$ cat src/rtl/timer_counter_unit.sv
// Timer/counter with prescaler, two output-compare channels and
// normal / CTC / fast-PWM waveform generation, plus sticky W1C status flags.
module timer_counter_unit #(
    parameter int WIDTH = 16
) (
    input  logic             sysClock,
    input  logic             sysReset_n,
    input  logic [2:0]       cs,
    input  logic [1:0]       wgm,
    input  logic             tcnt_wr_en,
    input  logic [WIDTH-1:0] tcnt_wr_data,
    input  logic             ocra_wr_en,
    input  logic [WIDTH-1:0] ocra_wr_data,
    input  logic             ocrb_wr_en,
    input  logic [WIDTH-1:0] ocrb_wr_data,
    input  logic [2:0]       flag_clr,
    output logic [WIDTH-1:0] tcnt,
    output logic [WIDTH-1:0] ocra,
    output logic [WIDTH-1:0] ocrb,
    output logic [2:0]       flags,
    output logic             oca,
    output logic             ocb
);

    localparam logic [WIDTH-1:0] MAX = '1;
    localparam logic [WIDTH-1:0] ONE = {{(WIDTH-1){1'b0}}, 1'b1};

    typedef enum logic [1:0] {
        MODE_NORMAL = 2'd0,
        MODE_CTC    = 2'd1,
        MODE_PWM    = 2'd2
    } mode_t;

    mode_t            mode;
    logic [9:0]       prescaler_reg;
    logic             tick;
    logic             count_en;
    logic             wrap;
    logic [WIDTH-1:0] tcnt_reg;
    logic [WIDTH-1:0] tcnt_next;
    logic [2:0]       flags_reg;
    logic [2:0]       flags_next;

    // Per-channel views: index 0 is channel A, index 1 is channel B.
    logic [1:0]            ocr_wr_en;
    logic [1:0][WIDTH-1:0] ocr_wr_data;
    logic [1:0][WIDTH-1:0] ocr_buf;
    logic [1:0][WIDTH-1:0] ocr_act;
    logic [1:0]            match;
    logic [1:0]            oc;

    assign ocr_wr_en      = {ocrb_wr_en, ocra_wr_en};
    assign ocr_wr_data[0] = ocra_wr_data;
    assign ocr_wr_data[1] = ocrb_wr_data;

    always_comb begin
        mode = MODE_NORMAL;
        case (wgm)
            2'd1:    mode = MODE_CTC;
            2'd2:    mode = MODE_PWM;
            default: mode = MODE_NORMAL;
        endcase
    end

    always_ff @(posedge sysClock) begin
        if (!sysReset_n) begin
            prescaler_reg <= '0;
        end else begin
            prescaler_reg <= prescaler_reg + 10'd1;
        end
    end

    // A divide-by-N tick fires when the low log2(N) prescaler bits are all ones.
    always_comb begin
        tick = 1'b0;
        case (cs)
            3'd1:    tick = 1'b1;
            3'd2:    tick = &prescaler_reg[2:0];
            3'd3:    tick = &prescaler_reg[5:0];
            3'd4:    tick = &prescaler_reg[7:0];
            3'd5:    tick = &prescaler_reg[9:0];
            default: tick = 1'b0;
        endcase
    end

    assign count_en = tick & ~tcnt_wr_en;
    // MAX->0 happens in every mode when counting from MAX, including a CTC
    // clear with OCRA == MAX, so one overflow term serves all modes.
    assign wrap = count_en && (tcnt_reg == MAX);

    always_comb begin
        tcnt_next = tcnt_reg;
        if (tcnt_wr_en) begin
            tcnt_next = tcnt_wr_data;
        end else if (tick) begin
            if ((mode == MODE_CTC) && (tcnt_reg == ocr_act[0])) begin
                tcnt_next = '0;
            end else begin
                tcnt_next = tcnt_reg + ONE;
            end
        end
    end

    always_ff @(posedge sysClock) begin
        if (!sysReset_n) begin
            tcnt_reg <= '0;
        end else begin
            tcnt_reg <= tcnt_next;
        end
    end

    generate
        for (genvar gi = 0; gi < 2; gi++) begin : g_channel
            logic [WIDTH-1:0] buf_reg;
            logic [WIDTH-1:0] buf_next;
            logic [WIDTH-1:0] act_reg;
            logic [WIDTH-1:0] act_next;
            logic             oc_reg;
            logic             oc_next;
            logic             ch_match;

            assign ch_match = count_en && (tcnt_reg == act_reg);

            always_comb begin
                buf_next = buf_reg;
                if (ocr_wr_en[gi]) begin
                    buf_next = ocr_wr_data[gi];
                end
            end

            // PWM double-buffers until the wrap; other modes track the buffer,
            // which also reloads the active value on leaving PWM.
            always_comb begin
                act_next = buf_next;
                if (mode == MODE_PWM) begin
                    act_next = wrap ? buf_next : act_reg;
                end
            end

            always_comb begin
                oc_next = oc_reg ^ ch_match;
                if (mode == MODE_PWM) begin
                    oc_next = (tcnt_next <= act_next);
                end
            end

            always_ff @(posedge sysClock) begin
                if (!sysReset_n) begin
                    buf_reg <= '0;
                    act_reg <= '0;
                    oc_reg  <= 1'b0;
                end else begin
                    buf_reg <= buf_next;
                    act_reg <= act_next;
                    oc_reg  <= oc_next;
                end
            end

            assign ocr_buf[gi] = buf_reg;
            assign ocr_act[gi] = act_reg;
            assign match[gi]   = ch_match;
            assign oc[gi]      = oc_reg;
        end
    endgenerate

    // Setting has priority over a simultaneous write-1-to-clear.
    assign flags_next = (flags_reg & ~flag_clr) | {match[1], match[0], wrap};

    always_ff @(posedge sysClock) begin
        if (!sysReset_n) begin
            flags_reg <= '0;
        end else begin
            flags_reg <= flags_next;
        end
    end

    assign tcnt  = tcnt_reg;
    assign ocra  = ocr_buf[0];
    assign ocrb  = ocr_buf[1];
    assign flags = flags_reg;
    assign oca   = oc[0];
    assign ocb   = oc[1];

endmodule

$ cat config.mk
export PLATFORM = sky130hd
export DESIGN_NAME = timer_counter_unit
export DESIGN_NICKNAME = d
export VERILOG_FILES = /design/src/rtl/timer_counter_unit.sv
export SDC_FILE = /design/constraint.sdc
export NUM_CORES = 1
export LEC_CHECK = 0
export BUFFER_PORTS_ARGS = -buffer_cell sky130_fd_sc_hd__buf_4
export CAP_MARGIN = 20
export CORE_UTILIZATION = 56
export DETAILED_ROUTE_END_ITERATION = 12
export PLACE_DENSITY = 0.81
export RECOVER_POWER = 50
export SETUP_SLACK_MARGIN = 0.4
export SYNTH_ARGS = -nofsm -noshare
export SYNTH_HDL_FRONTEND = slang
export SYNTH_SLANG_ARGS = --single-unit
$ cat constraint.sdc
create_clock -name sysClock -period 5.05 [get_ports sysClock]
set_input_delay 1.01 -clock sysClock [delete_from_list [all_inputs] [get_ports sysClock]]
set_output_delay 1.01 -clock sysClock [all_outputs]
set_load 0.05 [all_outputs]
==> flow_summary.toml <==
[setup_path]
rrSetupSlack_ns = 0.69
path_class = "register to register"
end_kind = "register"
critPathRequiredTime_ns = 5.31
crit_arrival_ns = 4.62
critPathLaunchType = "register"
cp_max_fo = 23

[synth]
synth-seq-area-share_pct = 33.4
postSynthAreaPerCell_um2 = 9.11
synthTopCellsByArea = "dfxtp_1 33%, mux2i_1 11%, ha_1 7.7%"
ys.flop_type = "dfxtp_1"
synthArstFlopShare_pct = 0
netlist_area_um2 = 5700
synth_top_area_cell = "dfxtp_1"
netlist.area_leader.share_pct = 33.4
synth_warnings = 0
ys_ff_latch = 95
synthCells = 625
ys_types = 61
synth_edf_count = 0
syn_nets = 721

[die]
die_x_um = 103
ios = 114
start_util_pct = 58.0
core_um2 = 9820
rows = 36
die_h_um = 103
die-area_um2 = 10600

[timing]
final.setup_skew_ns = 0.00780
finalCritPeriodShare_pct = 86.3
min_period_ns = 4.36
hold_viol = 0
max_freq_mhz = 229
final.setup.tns_ns = 0
setup_viol = 0
rsz0062_at_grt = "no"
slew_headroom_pct = 28.2
slew_viol_final = 0
worst_pin_slew_ns = 1.08

[clock_network]
cts_tree = "done"
ctsHoldBuffers = 0
htreeDepth = 3
clkLatencyLatePin_ns = 0.36
path_clk_slew_ns = 0.10
cts.sinks = 95
cts_root_buf = "clkbuf_8"
cts_made_buffers = 9
clk_path_buf_depth = 2

[grt]
grt_overflow = 0
grt_pass1_vias = 4705
grt_pass1_wl_mm = 24.9
grt_max_degree = 67
antenna_found_initial = 0
grt_usage_pct = 31.7

[layout]
final_util_pct = 67.7
drive_gt1_share_pct = 15.6
layout_commonest_cell = "dfxtp_1"
nNetsFinal = 817
largest_register_ff_count = 32
areaGrowthSynthToFinish_pct = 16.6
final_cell_mix = "95 x dfxtp_1, 81 x buf_4, 73 x nand2_1"
num_antenna_cells = 0

[route]
via_per_inst = 5.96
vias = 5116
wire_per_inst_um = 19.1
ant_nets = 0
drtIter0Drc = 274
routed_wl_mm = 16.4
drc = 0
drtPass1Iterations = 5

[outcome]
status = "finished clean"

[power_and_ir_drop]
p_leak_nw = 2.94
ir_worst_vdd_v = 0.000185
p_per_area_nw_per_um2 = 275

[run]
cap_violations = 0

[placed_design]
port_buffers = 113
dpl.hpwl_mm = 12.5
gp_congestion = 0.894

[worst_hold_path]
hold_path.class = "register to register"
## critical path, cell delays in order, from the launching register on
cell      delay, ns
dfxtp_1        0.40
ha_1           0.34
ha_1           0.20
and4bb_1       0.24
a311oi_2       0.07
o22a_2         0.41
or4_1          0.60
a311oi_1       0.51
ha_1           0.34
a21oi_1        0.16
o21ai_0        0.14
a221o_1        0.34
o31a_1         0.25
a311oi_1       0.25
## final timing paths
check,startpoint,endpoint,depth (start not counted)
min reg2reg,g_channel[0].act_reg[6],g_channel[0].act_reg[6],2
min,g_channel[0].act_reg[6],g_channel[0].act_reg[6],2
max,prescaler_reg[0],oca,13
max reg2reg,prescaler_reg[0],oca,13
## power by group
part | switching [mW] | total [mW] | internal [mW] | leakage [nW]
combinational | 0.298 | 0.481 | 0.182 | 2.07
sequential | 0.0530 | 0.846 | 0.793 | 0.782
clock | 0.274 | 0.501 | 0.228 | 0.0888
total | 0.625 | 1.83 | 1.20 | 2.94
## cells by family (layout without fill, tap and decap cells)
group	count (synthesis)	in the layout	synth area share [%]
buf+inv	78	178	6.22
flops	95	95	33.4
mux	97	97	17.7
compound gates	96	96	12.4
xor+xnor	39	39	6.00
simple gates	185	185	16.6
fa+ha+maj	35	35	7.69
## area by class of cell
class / instances / area [um^2]
repair buffers: 124 / 786
inverters: 39 / 146
multi-input cells: 452 / 3460
fillers: 884 / 3180
clock inverters: 5 / 58.8
clock buffers: 10 / 128
flip-flops and latches: 95 / 1900
well taps: 133 / 166
## routing by layer
metal	global-route usage, %	routed length [um]
met1	42.4	7230
met2	53.2	7870
met3	3.39	947
met4	10.8	308
met5	0	0
## cell usage after synthesis (9+ instances only)
cell type,instances
nand3_1,16
o31ai_1,10
mux2_2,30
clkbuf_1,25
a311oi_1,20
nor4_1,11
ha_1,35
nor2_1,28
nand2_1,73
nand4_1,9
xor2_1,38
inv_1,37
a21oi_1,24
mux2i_1,65
dfxtp_1,95
## timing repair
item,in CTS,in global routing
endpoints found under the setup margin,0,1
buffers inserted,0,0
resized for setup,0,1
## stage by stage
| stage | worst slack, ns | total power, mW | area, um^2 | std cells | hold slack (ns) |
|---|---|---|---|---|---|
| 3_3_place_gp | 0.454 | 1.35 | 6610 | 842 | 0.459 |
| 4_1_cts | 0.608 | 1.85 | 6790 | 857 | 0.491 |
| 3_5_place_dp | 0.339 | 1.36 | 6610 | 842 | 0.479 |
| 6_report | 0.692 | 1.83 | 6640 | 858 | 0.492 |
| 2_1_floorplan | 1.21 | 1.19 | 5700 | 625 | 0.438 |
| 5_1_grt | 0.534 | 1.91 | 6640 | 858 | 0.514 |
No activity file was read; power rests on OpenSTA's default activity.
